File: src/rtl/uart_rx_if.sv
// Receive-side handshake between uart_rx (master) and the UART register block (slave).
// The parity_err flag exists only when UART_RX_PARITY_EN is defined.
//
// Handshake: rx_valid rises in the cycle rx_data is loaded and stays high until
// the consumer pulses rx_ack for one cycle. rx_data does not change while
// rx_valid is high, except when a new byte completes in the same cycle as rx_ack.
// In that case the new byte replaces the old one and rx_valid stays high.
interface uart_rx_if;
  logic [7:0] rx_data;
  logic       rx_valid;
  logic       rx_ack;
  logic       err_clr;
  logic       overrun;
  logic       frame_err;
`ifdef UART_RX_PARITY_EN
  logic       parity_err;

  modport master (
    output rx_data, rx_valid, overrun, frame_err, parity_err,
    input  rx_ack, err_clr
  );
  modport slave (
    input  rx_data, rx_valid, overrun, frame_err, parity_err,
    output rx_ack, err_clr
  );
`else
  modport master (
    output rx_data, rx_valid, overrun, frame_err,
    input  rx_ack, err_clr
  );
  modport slave (
    input  rx_data, rx_valid, overrun, frame_err,
    output rx_ack, err_clr
  );
`endif
endinterface

File: src/rtl/uart_rx.sv
// UART receive engine. It synchronises rxd, detects start bits and samples
// 8N1 frames (LSB first) at mid-bit using a run-time divisor. Each byte is
// handed to the register block over uart_rx_if. Overrun and framing errors are
// reported as sticky flags.
// Optional feature macro: UART_RX_PARITY_EN. It adds a parity bit between the
// data bits and the stop bit, the parity_odd input and the parity_err flag.
module uart_rx #(
  parameter int unsigned clock_freq = 100000000,
  parameter int unsigned baud_rate  = 115200,
  parameter int unsigned min_div    = 4
) (
  input  logic        clk,
  input  logic        rst,
  input  logic        rxd,
  input  logic        rx_en,
  input  logic [31:0] baud_div,
`ifdef UART_RX_PARITY_EN
  input  logic        parity_odd,
`endif
  output logic        busy,
  output logic [4:0]  state_dbg,
  uart_rx_if.master   bus
);

  localparam logic [31:0] DefDiv = 32'(clock_freq / baud_rate);
  localparam logic [31:0] MinDiv = 32'(min_div);

  typedef enum logic [4:0] {
    IDLE   = 5'b00001,
    START  = 5'b00010,
    DATA   = 5'b00100,
    PARITY = 5'b01000,
    STOP   = 5'b10000
  } state_e;

  state_e      state_q, state_d;
  logic        sync1_q, sync1_d;
  logic        sync2_q, sync2_d;
  logic        prev_q, prev_d;
  logic [31:0] cnt_q, cnt_d;
  logic [31:0] div_q, div_d;
  logic [2:0]  bit_idx_q, bit_idx_d;
  logic [7:0]  shift_q, shift_d;
  logic        done_q, done_d;
  logic        stop_ok_q, stop_ok_d;
  logic [7:0]  rx_data_q, rx_data_d;
  logic        rx_valid_q, rx_valid_d;
  logic        overrun_q, overrun_d;
  logic        frame_err_q, frame_err_d;
`ifdef UART_RX_PARITY_EN
  logic        par_bad_q, par_bad_d;
  logic        parity_err_q, parity_err_d;
`endif

  logic [31:0] div_sel;
  logic        start_edge;

  // Two-flop synchroniser plus a delay flop used for falling-edge detection.
  always_comb begin
    sync1_d    = rxd;
    sync2_d    = sync1_q;
    prev_d     = sync2_q;
    start_edge = prev_q & ~sync2_q;
  end

  // Effective divisor. Zero selects the build-time default and small values are clamped.
  always_comb begin
    div_sel = baud_div;
    if (baud_div == 32'd0) begin
      div_sel = DefDiv;
    end else if (baud_div < MinDiv) begin
      div_sel = MinDiv;
    end
  end

  // Frame FSM: next state, bit counter, shift register and completion pulse.
  always_comb begin
    state_d   = state_q;
    cnt_d     = cnt_q;
    div_d     = div_q;
    bit_idx_d = bit_idx_q;
    shift_d   = shift_q;
    done_d    = 1'b0;
    stop_ok_d = stop_ok_q;
`ifdef UART_RX_PARITY_EN
    par_bad_d = par_bad_q;
`endif
    case (state_q)
      IDLE: begin
        if (start_edge && rx_en) begin
          state_d = START;
          div_d   = div_sel;
          cnt_d   = (div_sel >> 1) - 32'd1;
        end
      end
      START: begin
        if (cnt_q == 32'd0) begin
          if (sync2_q) begin
            state_d = IDLE;
          end else begin
            state_d   = DATA;
            cnt_d     = div_q - 32'd1;
            bit_idx_d = 3'd0;
          end
        end else begin
          cnt_d = cnt_q - 32'd1;
        end
      end
      DATA: begin
        if (cnt_q == 32'd0) begin
          shift_d = {sync2_q, shift_q[7:1]};
          cnt_d   = div_q - 32'd1;
          if (bit_idx_q == 3'd7) begin
`ifdef UART_RX_PARITY_EN
            state_d = PARITY;
`else
            state_d = STOP;
`endif
          end else begin
            bit_idx_d = bit_idx_q + 3'd1;
          end
        end else begin
          cnt_d = cnt_q - 32'd1;
        end
      end
`ifdef UART_RX_PARITY_EN
      PARITY: begin
        if (cnt_q == 32'd0) begin
          // The expected parity bit makes the count of ones even, or odd when parity_odd is set.
          par_bad_d = sync2_q ^ (^shift_q) ^ parity_odd;
          cnt_d     = div_q - 32'd1;
          state_d   = STOP;
        end else begin
          cnt_d = cnt_q - 32'd1;
        end
      end
`endif
      STOP: begin
        if (cnt_q == 32'd0) begin
          stop_ok_d = sync2_q;
          done_d    = 1'b1;
          state_d   = IDLE;
        end else begin
          cnt_d = cnt_q - 32'd1;
        end
      end
      default: state_d = IDLE;
    endcase
    // Dropping the enable abandons the frame in progress without touching the flags.
    if (state_q != IDLE && !rx_en) begin
      state_d = IDLE;
      done_d  = 1'b0;
    end
  end

  // Output side: byte delivery, acknowledge and sticky error flags (a new error wins over err_clr).
  always_comb begin
    rx_data_d   = rx_data_q;
    rx_valid_d  = rx_valid_q;
    overrun_d   = overrun_q;
    frame_err_d = frame_err_q;
`ifdef UART_RX_PARITY_EN
    parity_err_d = parity_err_q;
`endif
    if (bus.err_clr) begin
      overrun_d   = 1'b0;
      frame_err_d = 1'b0;
`ifdef UART_RX_PARITY_EN
      parity_err_d = 1'b0;
`endif
    end
    if (bus.rx_ack) begin
      rx_valid_d = 1'b0;
    end
    if (done_q) begin
      if (!rx_valid_q || bus.rx_ack) begin
        rx_data_d  = shift_q;
        rx_valid_d = 1'b1;
      end else begin
        overrun_d = 1'b1;
      end
      if (!stop_ok_q) begin
        frame_err_d = 1'b1;
      end
`ifdef UART_RX_PARITY_EN
      if (par_bad_q) begin
        parity_err_d = 1'b1;
      end
`endif
    end
  end

  // State register with synchronous active-low reset.
  always_ff @(posedge clk) begin
    if (!rst) begin
      state_q     <= IDLE;
      sync1_q     <= 1'b1;
      sync2_q     <= 1'b1;
      prev_q      <= 1'b1;
      cnt_q       <= 32'd0;
      div_q       <= 32'd0;
      bit_idx_q   <= 3'd0;
      shift_q     <= 8'd0;
      done_q      <= 1'b0;
      stop_ok_q   <= 1'b0;
      rx_data_q   <= 8'd0;
      rx_valid_q  <= 1'b0;
      overrun_q   <= 1'b0;
      frame_err_q <= 1'b0;
`ifdef UART_RX_PARITY_EN
      par_bad_q    <= 1'b0;
      parity_err_q <= 1'b0;
`endif
    end else begin
      state_q     <= state_d;
      sync1_q     <= sync1_d;
      sync2_q     <= sync2_d;
      prev_q      <= prev_d;
      cnt_q       <= cnt_d;
      div_q       <= div_d;
      bit_idx_q   <= bit_idx_d;
      shift_q     <= shift_d;
      done_q      <= done_d;
      stop_ok_q   <= stop_ok_d;
      rx_data_q   <= rx_data_d;
      rx_valid_q  <= rx_valid_d;
      overrun_q   <= overrun_d;
      frame_err_q <= frame_err_d;
`ifdef UART_RX_PARITY_EN
      par_bad_q    <= par_bad_d;
      parity_err_q <= parity_err_d;
`endif
    end
  end

  assign bus.rx_data   = rx_data_q;
  assign bus.rx_valid  = rx_valid_q;
  assign bus.overrun   = overrun_q;
  assign bus.frame_err = frame_err_q;
`ifdef UART_RX_PARITY_EN
  assign bus.parity_err = parity_err_q;
`endif
  assign busy      = (state_q != IDLE);
  assign state_dbg = state_q;

endmodule

File: src/flat_wrapper.sv
// flat-port wrapper written by rule: the top's interface ports become plain ports
module uart_rx_flat 
#(
  parameter int unsigned clock_freq = 100000000,
  parameter int unsigned baud_rate  = 115200,
  parameter int unsigned min_div    = 4
)
  (clk, rst, rxd, rx_en, baud_div, busy, state_dbg, bus_rx_data, bus_rx_valid, bus_overrun, bus_frame_err, bus_rx_ack, bus_err_clr);
  uart_rx_if bus_i ();
  input  logic clk;
  input  logic rst;
  input  logic rxd;
  input  logic rx_en;
  input  logic [31:0] baud_div;
  output logic busy;
  output logic [4:0] state_dbg;
  output wire logic [$bits(bus_i.rx_data)-1:0] bus_rx_data;
  output wire logic [$bits(bus_i.rx_valid)-1:0] bus_rx_valid;
  output wire logic [$bits(bus_i.overrun)-1:0] bus_overrun;
  output wire logic [$bits(bus_i.frame_err)-1:0] bus_frame_err;
  input wire logic [$bits(bus_i.rx_ack)-1:0] bus_rx_ack;
  input wire logic [$bits(bus_i.err_clr)-1:0] bus_err_clr;
  assign bus_rx_data = bus_i.rx_data;
  assign bus_rx_valid = bus_i.rx_valid;
  assign bus_overrun = bus_i.overrun;
  assign bus_frame_err = bus_i.frame_err;
  assign bus_i.rx_ack = bus_rx_ack;
  assign bus_i.err_clr = bus_err_clr;
  uart_rx #(.clock_freq(clock_freq), .baud_rate(baud_rate), .min_div(min_div)) u_core (.clk(clk), .rst(rst), .rxd(rxd), .rx_en(rx_en), .baud_div(baud_div), .busy(busy), .state_dbg(state_dbg), .bus(bus_i));
endmodule
File: config.mk
export PLATFORM = sky130hd
export DESIGN_NAME = uart_rx_flat
export DESIGN_NICKNAME = d
export VERILOG_FILES = /design/src/rtl/uart_rx_if.sv /design/src/rtl/uart_rx.sv /design/src/flat_wrapper.sv
export SDC_FILE = /design/constraint.sdc
export NUM_CORES = 1
export LEC_CHECK = 0
export BUFFER_PORTS_ARGS = -buffer_cell sky130_fd_sc_hd__buf_4
export CAP_MARGIN = 20
export CORE_ASPECT_RATIO = 1.25
export CORE_UTILIZATION = 60
export CTS_CLUSTER_SIZE = 40
export DETAILED_ROUTE_END_ITERATION = 7
export GPL_TIMING_DRIVEN = 0
export PLACE_DENSITY = 0.87
export SYNTH_ARGS = -nofsm -noshare
export SYNTH_HDL_FRONTEND = slang
export SYNTH_SLANG_ARGS = --single-unit
File: constraint.sdc
create_clock -name clk -period 4.1 [get_ports clk]
set_input_delay 0.615 -clock clk [delete_from_list [all_inputs] [get_ports clk]]
set_output_delay 0.615 -clock clk [all_outputs]
set_load 0.02 [all_outputs]
# Yosys cells after proc, flatten, opt, wreduce, memory -nomap -nowiden
# Index checks and enable logic that the tools add are counted.
# word_totals
reg_bits	96
output_inout_bits	17
elab_cells	86
# op_classes
reduce_logical	18
order_cmp	1
muxes	30
n_addsub	4
n_eq_ne	15
bitwise_logic	4
# op_table
operator	n
32-bit two-way mux	7
32-bit case mux with 4 select lines	1
32-bit logical NOT	2
32-bit by 1-bit subtractor with 32-bit output (second input constant)	2
32-bit by 3-bit less-than comparator with 1-bit output (second input constant)	1
31-bit by 1-bit subtractor with 32-bit output (second input constant)	1
5-bit two-way mux	5
5-bit case mux with 4 select lines	1
3-bit two-way mux	5
1-bit two-way mux	10
2-bit by 1-bit != test with 1-bit output (second input constant)	5
5-bit AND reduction	2
2-bit AND reduction	4
2-bit != test (second input constant)	3
3-bit case mux with 2 select lines	1
5-bit by 1-bit equality test with 1-bit output (second input constant)	1
5-bit by 2-bit equality test with 1-bit output (second input constant)	1
5-bit by 3-bit equality test with 1-bit output (second input constant)	1
5-bit equality test (second input constant)	1
5-bit by 1-bit != test with 1-bit output (second input constant)	1
4-bit AND reduction	1
4-bit nonzero test	1
3-bit by 1-bit adder with 3-bit output (second input constant)	1
3-bit equality test (second input constant)	1
other kinds (9)	13

# Depth between registers and ports, before layout
# Gate-level depths: netlist of run 1.
# logic_depth
word_depth	6
depth_mapped	12
depth_no_buf	11

# Worst setup path after synthesis of run 1
# No wires, ideal clock.
# synth_timing
path_type	input-to-reg
startpoint	in baud_div[9]
endpoint	reg u_core.cnt_q[26]
slack_ns	0.818
setup_time_ns	0.135
cell_stages	11
required_ns	3.965
arrival_time_ns	3.147
path_cell_list	or4_1 -> nor4b_4 -> nand3_1 -> clkbuf_1 -> nand2_1 -> ha_1 -> nand2_1 -> nor4_1 -> a31oi_1 -> a41oi_1 -> a31oi_1
# synth_between
elab_chain_cells	6
# synth_rtl
item	line_no	text
start, declared	flat_wrapper.sv:14	input logic [31:0] baud_div;
32-bit by 3-bit less-than comparator with 1-bit output	uart_rx.sv:71	end else if (baud_div < MinDiv) begin
32-bit two-way mux	uart_rx.sv:71	
32-bit two-way mux (*)	uart_rx.sv:69	if (baud_div == 32'd0) begin
31-bit by 1-bit subtractor with 32-bit output (*)	uart_rx.sv:93	cnt_d = (div_sel >> 1) - 32'd1;
32-bit two-way mux (*)	uart_rx.sv:90	if (start_edge && rx_en) begin
32-bit case mux with 4 select lines (*)	uart_rx.sv:88	case (state_q)
end signal, assigned	uart_rx.sv:219	cnt_q <= cnt_d;
end, declared	uart_rx.sv:40	logic [31:0] cnt_q, cnt_d;
# Every way passes the cells marked *; elsewhere a longest branch is shown, timed or not. The select of a mux whose other input is x is not followed.
# A chain may end at the register's enable or synchronous reset.

# Worst setup path after layout of run 1
# Ends and elaborated chain as after synthesis.

==> flow_summary.ini, run 1 <==
[global_routing]
antenna_found_initial = 0
grt_busiest_layer = met2
met3_usage = 0.06250
grt_overflow = 0
grt_max_degree = 20
met1_usage = 0.4588
use_met2 = 0.6652
grt_pass1_wl_um = 31980
grt_pass1_vias = 6182
track_usage = 0.4022

[finish]
drive_above_1_share = 0.1321
mostFrequentLayoutCell = dfxtp_1
regArea_um2 = 1902
layout_common_cells = dfxtp_1, nand2_1, a21oi_1
finish.utilization = 0.7078
area_growth_pct = 14.39
fill_cells = 794
multiInputGateArea_um2 = 3819
n_antenna_cell = 0
nets = 878

[sta]
fin_setup_tns_ns = 0
maxSlewViolCount = 0
clock.fmax_mhz = 257.9
finClkSkew_ns = 0.006144
worst_slack_ns = 0.2218
finalHoldViolations = 0
setup_violations = 0
rsz0062_at_grt = no
period_needed_ns = 3.878
tightest_slew_ns = 0.7865
finalCritPeriodShare = 0.9459
maxSlewHeadroom = 0.4713

[yosys]
synth_edf_count = 0
syn_area_um2 = 5946
synth-simple-area-share = 0.3045
ys_seq_area_frac = 0.3199
synthAdderAreaFrac = 0.01052
yosys_register_bits = 95
synth_fp_nets = 814
synth.area.mux_share = 0.02357
synth-main-ff-cell = dfxtp_1
netlist.area_leader.share = 0.3199
synth_top_family_by_area = simple AND/OR/NAND/NOR gates
synth_area_per_cell_um2 = 7.712
synth_area_leaders = dfxtp_1, a21oi_1, nand2_1
synth_xor_area_frac = 0.1031
async_flop_share = 0
netlist-cell-type-count = 74
syn-instance-count = 771
synth_warnings = 0
synth-compound-area-share = 0.1999
yosys.area.top_type = dfxtp_1

[critical_path]
crit_path_max_incr_delay_ns = 0.59
crit_arrival_ns = 4.10
critPathSlowestCell = or4_1
cp.required_ns = 4.32
crit_family = simple AND/OR/NAND/NOR gates
worstPathMaxFanout = 10
crit_chain = buf_4 > or4_1 > nor4b_4 > nand3_1 > clkbuf_1 > nand2_1 > ha_1 > nand2_1 > nor4_1 > a31oi_1 > a41oi_1 > a31oi_1
crit_buf_inv = 2
endpoint_kind = flop
crit_type = in -> reg
startpoint_type = input pin

[floorplanning]
chipWidth_um = 91.04
fp.dieH_um = 113.3
io_pins = 55
start_util = 0.6187
die_area_um2 = 10310
std_cell_rows = 40
core-area_um2 = 9609

[placement]
place_ws_ns = -0.003523
numPortBuffers = 53
gp_congestion = 1.040
dpl.hpwl_um = 15030

[detailed_routing]
antenna_left = 0
vias = 6513
drc = 0
wl_um = 20310
wl_per_cell_um = 21.02
via_per_inst = 6.742
drt_iter0_markers = 891
drt_first_pass_iters = 5

[status]
outcome = complete, no violations

[clock_tree]
postCtsHoldBufs = 0
h-tree-depth = 3
cts_buffers = 9
cts_tree = built
clock_path_buffers = 2
clock-root-buffer = clkbuf_16
cts_sinks = 95
path_clk_slew_ns = 0.07
ctsResizeCount = 0
post-cts-setup-buffers = 0
clk_latency_ns = 0.36

[pwr]
p_seq_frac = 0.398
intPower_mw = 1.608
ir_worst_vdd_v = 0.0002165
power_switching_mw = 0.8249
sw_frac_of_total = 0.3391
p_comb_frac = 0.250
p_clk_frac = 0.352
p_leak_nw = 2.628
power_density_nw_per_um2 = 357.6

[run]
maxCapViolCount = 0

[hold_path]
hold_class = reg -> reg
-- worst paths after layout --
kind	slack [ns]	cells past startpoint	endpoint	start
worst min-delay path	0.42	1	u_core.prev_d$_SDFF_PN1_	u_core.sync1_q$_SDFF_PN1_
worst max register to register	0.81	9	u_core.cnt_q[11]$_SDFFE_PN0P_	u_core.state_dbg[2]$_SDFFE_PP0P_
worst max-delay path	0.22	12	u_core.cnt_q[26]$_SDFFE_PN0P_	baud_div[9]
worst min register to register	0.42	1	u_core.prev_d$_SDFF_PN1_	u_core.sync1_q$_SDFF_PN1_
-- stage by stage --
step | instances | total power, mW | area (um^2) | hold slack [ns]
after detailed placement | 950 | 1.573 | 6501 | 0.4122
final | 966 | 2.432 | 6802 | 0.4204
after CTS | 966 | 2.414 | 6802 | 0.4291
after global placement | 950 | 1.562 | 6501 | 0.3974
after floorplan | 771 | 1.395 | 5946 | 0.3863
after global routing | 966 | 2.517 | 6802 | 0.4429
-- cell usage after synthesis, drive strengths merged, types with 4 or more instances --
master / number
a211oi: 12
a21oi: 85
a31oi: 8
and2: 6
buf: 13
clkbuf: 32
dfxtp: 95
ha: 5
inv: 9
mux2i: 14
nand2: 94
nand2b: 11
nand3: 31
nand4: 8
nor2: 69
nor3: 37
nor4: 26
nor4b: 7
o21ai: 45
o221a: 4
o22ai: 9
or2: 8
or3: 11
or4: 16
xnor2: 36
xor2: 34
-- state kept, by name, summed over array words and instances (netlist names) --
signal                count
u_core.bus.frame_err      1
u_core.state_dbg          4
u_core.prev_q             1
u_core.stop_ok_q          1
u_core.sync1_q            1
u_core.bus.rx_valid       1
u_core.div_q             32
u_core.shift_q            8
u_core.bus.rx_data        8
u_core.bus.overrun        1
u_core.cnt_q             32
u_core.prev_d             1
u_core.done_q             1
u_core.bit_idx_q          3
-- final cells by class --
| class | instances | area share |
|---|---|---|
| clock buffer | 9 | 0.03311 |
| multi-input combinational | 622 | 0.5614 |
| inverter | 9 | 0.004967 |
| sequential | 95 | 0.2796 |
| clock inverter | 7 | 0.01104 |
| tap | 126 | 0.02318 |
| timing repair buffer | 53 | 0.05850 |
| buffer | 45 | 0.02815 |
-- worst reg2reg max path, delay by kind of cell (launching register included) --
family / cells / cell delay, ns
buf+inv: 2 / 0.70
simple gates: 4 / 0.95
compound gates: 3 / 1.07
flops: 1 / 0.46
-- logic make-up (layout without fill, tap and decap cells) --
| family | after synthesis | after routing |
|---|---|---|
| and+or+nand+nor | 339 | 339 |
| AOI/OAI and AO/OA | 193 | 193 |
| DFF | 95 | 95 |
| xor gates and xnor gates | 70 | 70 |
| buffers and inverters | 54 | 123 |
| muxes | 14 | 14 |
| adders and majority gates | 5 | 5 |
| other | 1 | 1 |
-- routing by layer --
metal	share of wire	wire length [um]
met4	0.083	1686
met1	0.36	7352
met2	0.47	9645
met3	0.080	1625
met5	0	0
-- power by group through the flow --
stage | sequential (mW) | clock [mW] | combinational [mW]
floorplan | 0.982 | 0 | 0.413
global placement | 0.987 | 0 | 0.575
detailed placement | 0.989 | 0 | 0.584
CTS | 0.967 | 0.858 | 0.589
global route | 0.971 | 0.895 | 0.650
finish | 0.969 | 0.856 | 0.607
Note: power is estimated with default switching activity, not from simulation.
==> run 2, diff against run 1 <==
- SKIP_LAST_GASP: unset -> 1
- clock period: 4.1 -> 4.04 ns (I/O delays scaled with it)
==> flow_summary.ini, run 2 (synthesized netlist as in run 1, its figures left out) <==
[critical_path]
worstPathMaxFanout = 10
ff2ff_path_depth = 9
crit_arrival_ns = 3.99
rr_endpoint = u_core.cnt_q[11]$_SDFFE_PN0P_
crit_type = in -> reg
r2r_start = u_core.state_dbg[2]$_SDFFE_PP0P_
rrSetupSlack_ns = 0.67
cp.required_ns = 4.25
endpoint_kind = flop
startpoint_type = input pin

[detailed_routing]
drt_iter0_markers = 890
wl_per_cell_um = 20.99
wl_um = 20280
via_per_inst = 6.708
vias = 6480
drt_first_pass_iters = 6
antenna_left = 0
drc = 0

[floorplanning]
start_util = 0.6187
io_pins = 55
fp.dieH_um = 113.3
chipWidth_um = 91.04
core-area_um2 = 9609
die_area_um2 = 10310
std_cell_rows = 40

[sta]
finClkSkew_ns = 0.007987
maxSlewViolCount = 0
maxSlewHeadroom = 0.4642
period_needed_ns = 3.781
rsz0062_at_grt = no
setup_violations = 0
hold_ws_ns = 0.4204
clock.fmax_mhz = 264.5
finalCritPeriodShare = 0.9359
finalHoldViolations = 0
tightest_slew_ns = 0.7970

[global_routing]
use_met2 = 0.6652
grt_pass1_wl_um = 31980
met1_usage = 0.4588
grt_overflow = 0
antenna_found_initial = 0
grt_pass1_vias = 6182
met3_usage = 0.06250
grt_max_degree = 20
track_usage = 0.4022
grt_busiest_layer = met2

[finish]
n_antenna_cell = 0
layout.cells.non_filler = 966
drive_above_1_share = 0.1333
nets = 878
regArea_um2 = 1902
top_regs = u_core.cnt_q (32), u_core.div_q (32)
area_growth_pct = 14.50
multiInputGateArea_um2 = 3825
layout_common_cells = dfxtp_1, nand2_1, a21oi_1
final_area_um2 = 6808
fill_cells = 792
mostFrequentLayoutCell = dfxtp_1

[clock_tree]
h-tree-depth = 3
cts_tree = built
clock-root-buffer = clkbuf_16
cts_sinks = 95
path_clk_slew_ns = 0.07
clock_path_buffers = 2
postCtsHoldBufs = 0
cts_buffers = 9
clk_latency_ns = 0.36

[placement]
dpl.hpwl_um = 15030
numPortBuffers = 53
placed_area_um2 = 6501
placed_cells = 950
gp_congestion = 1.040

[pwr]
ir_worst_vdd_v = 0.0002187
power_density_nw_per_um2 = 363.1
p_leak_nw = 2.628

[hold_path]
min_from = u_core.sync1_q$_SDFF_PN1_
whs_path_depth = 1
hold_end = u_core.prev_d$_SDFF_PN1_
hold_class = reg -> reg

[run]
maxCapViolCount = 0

[status]
outcome = complete, no violations
## run 2: worst max path at each step
stage / from / end
4_1_cts: baud_div[9] / u_core.cnt_q[26]$_SDFFE_PN0P_
3_5_place_dp: baud_div[9] / u_core.cnt_q[26]$_SDFFE_PN0P_
2_1_floorplan: baud_div[9] / u_core.cnt_q[26]$_SDFFE_PN0P_
3_3_place_gp: baud_div[9] / u_core.cnt_q[26]$_SDFFE_PN0P_
5_1_grt: baud_div[9] / u_core.cnt_q[14]$_SDFFE_PN0P_
6_report: baud_div[9] / u_core.cnt_q[26]$_SDFFE_PN0P_
## run 2: where the power goes
group	internal, mW	switching [mW]	leakage [nW]
clock network	0.440	0.433	0.145
logic	0.237	0.380	1.71
registers	0.955	0.0280	0.769
total	1.63	0.840	2.63
## run 2: layout make-up
cell class | instances | share of cell area
flip-flops and latches | 95 | 0.2794
inverters | 9 | 0.004962
clock inverters | 7 | 0.01103
multi-input cells | 622 | 0.5618
well taps | 126 | 0.02316
repair buffers | 53 | 0.05845
plain buffers | 45 | 0.02812
clock buffers | 9 | 0.03308
## run 2: critical path: stages
cell      delay, ns
buf_4          0.13
or4_1          0.59
nor4b_4        0.48
nand3_1        0.16
clkbuf_1       0.30
nand2_1        0.21
ha_1           0.28
nand2_1        0.22
nor4_2         0.33
a31oi_1        0.15
a41oi_1        0.38
a31oi_1        0.15
## run 2: metrics by stage
| stage | setup TNS [ns] | worst slack (ns) | utilization | power [mW] |
|---|---|---|---|---|
| finish | 0 | 0.2588 | 0.7085 | 2.472 |
| global route | 0 | 0.1142 | 0.7085 | 2.554 |
| CTS | 0 | 0.2842 | 0.7078 | 2.450 |
| detailed placement | -0.05452 | -0.05452 | 0.6766 | 1.597 |
| global placement | -0.1149 | -0.1076 | 0.6766 | 1.586 |
| floorplan | 0 | 0.7672 | - | 1.416 |
## run 2: per-layer routing
metal,vias to the layer above,part of all wire,wire (um)
met3,127,0.082,1667
met4,0,0.085,1733
met5,-,0,0
met2,430,0.48,9646
li1,2932,-,-
met1,2991,0.36,7230
## run 2: what timing repair did
item / CTS / global route
endpoints found under the setup margin: 0 / 1
resized for setup: 0 / 1
hold endpoints to repair: 0 / 0
setup buffers: 0 / 0
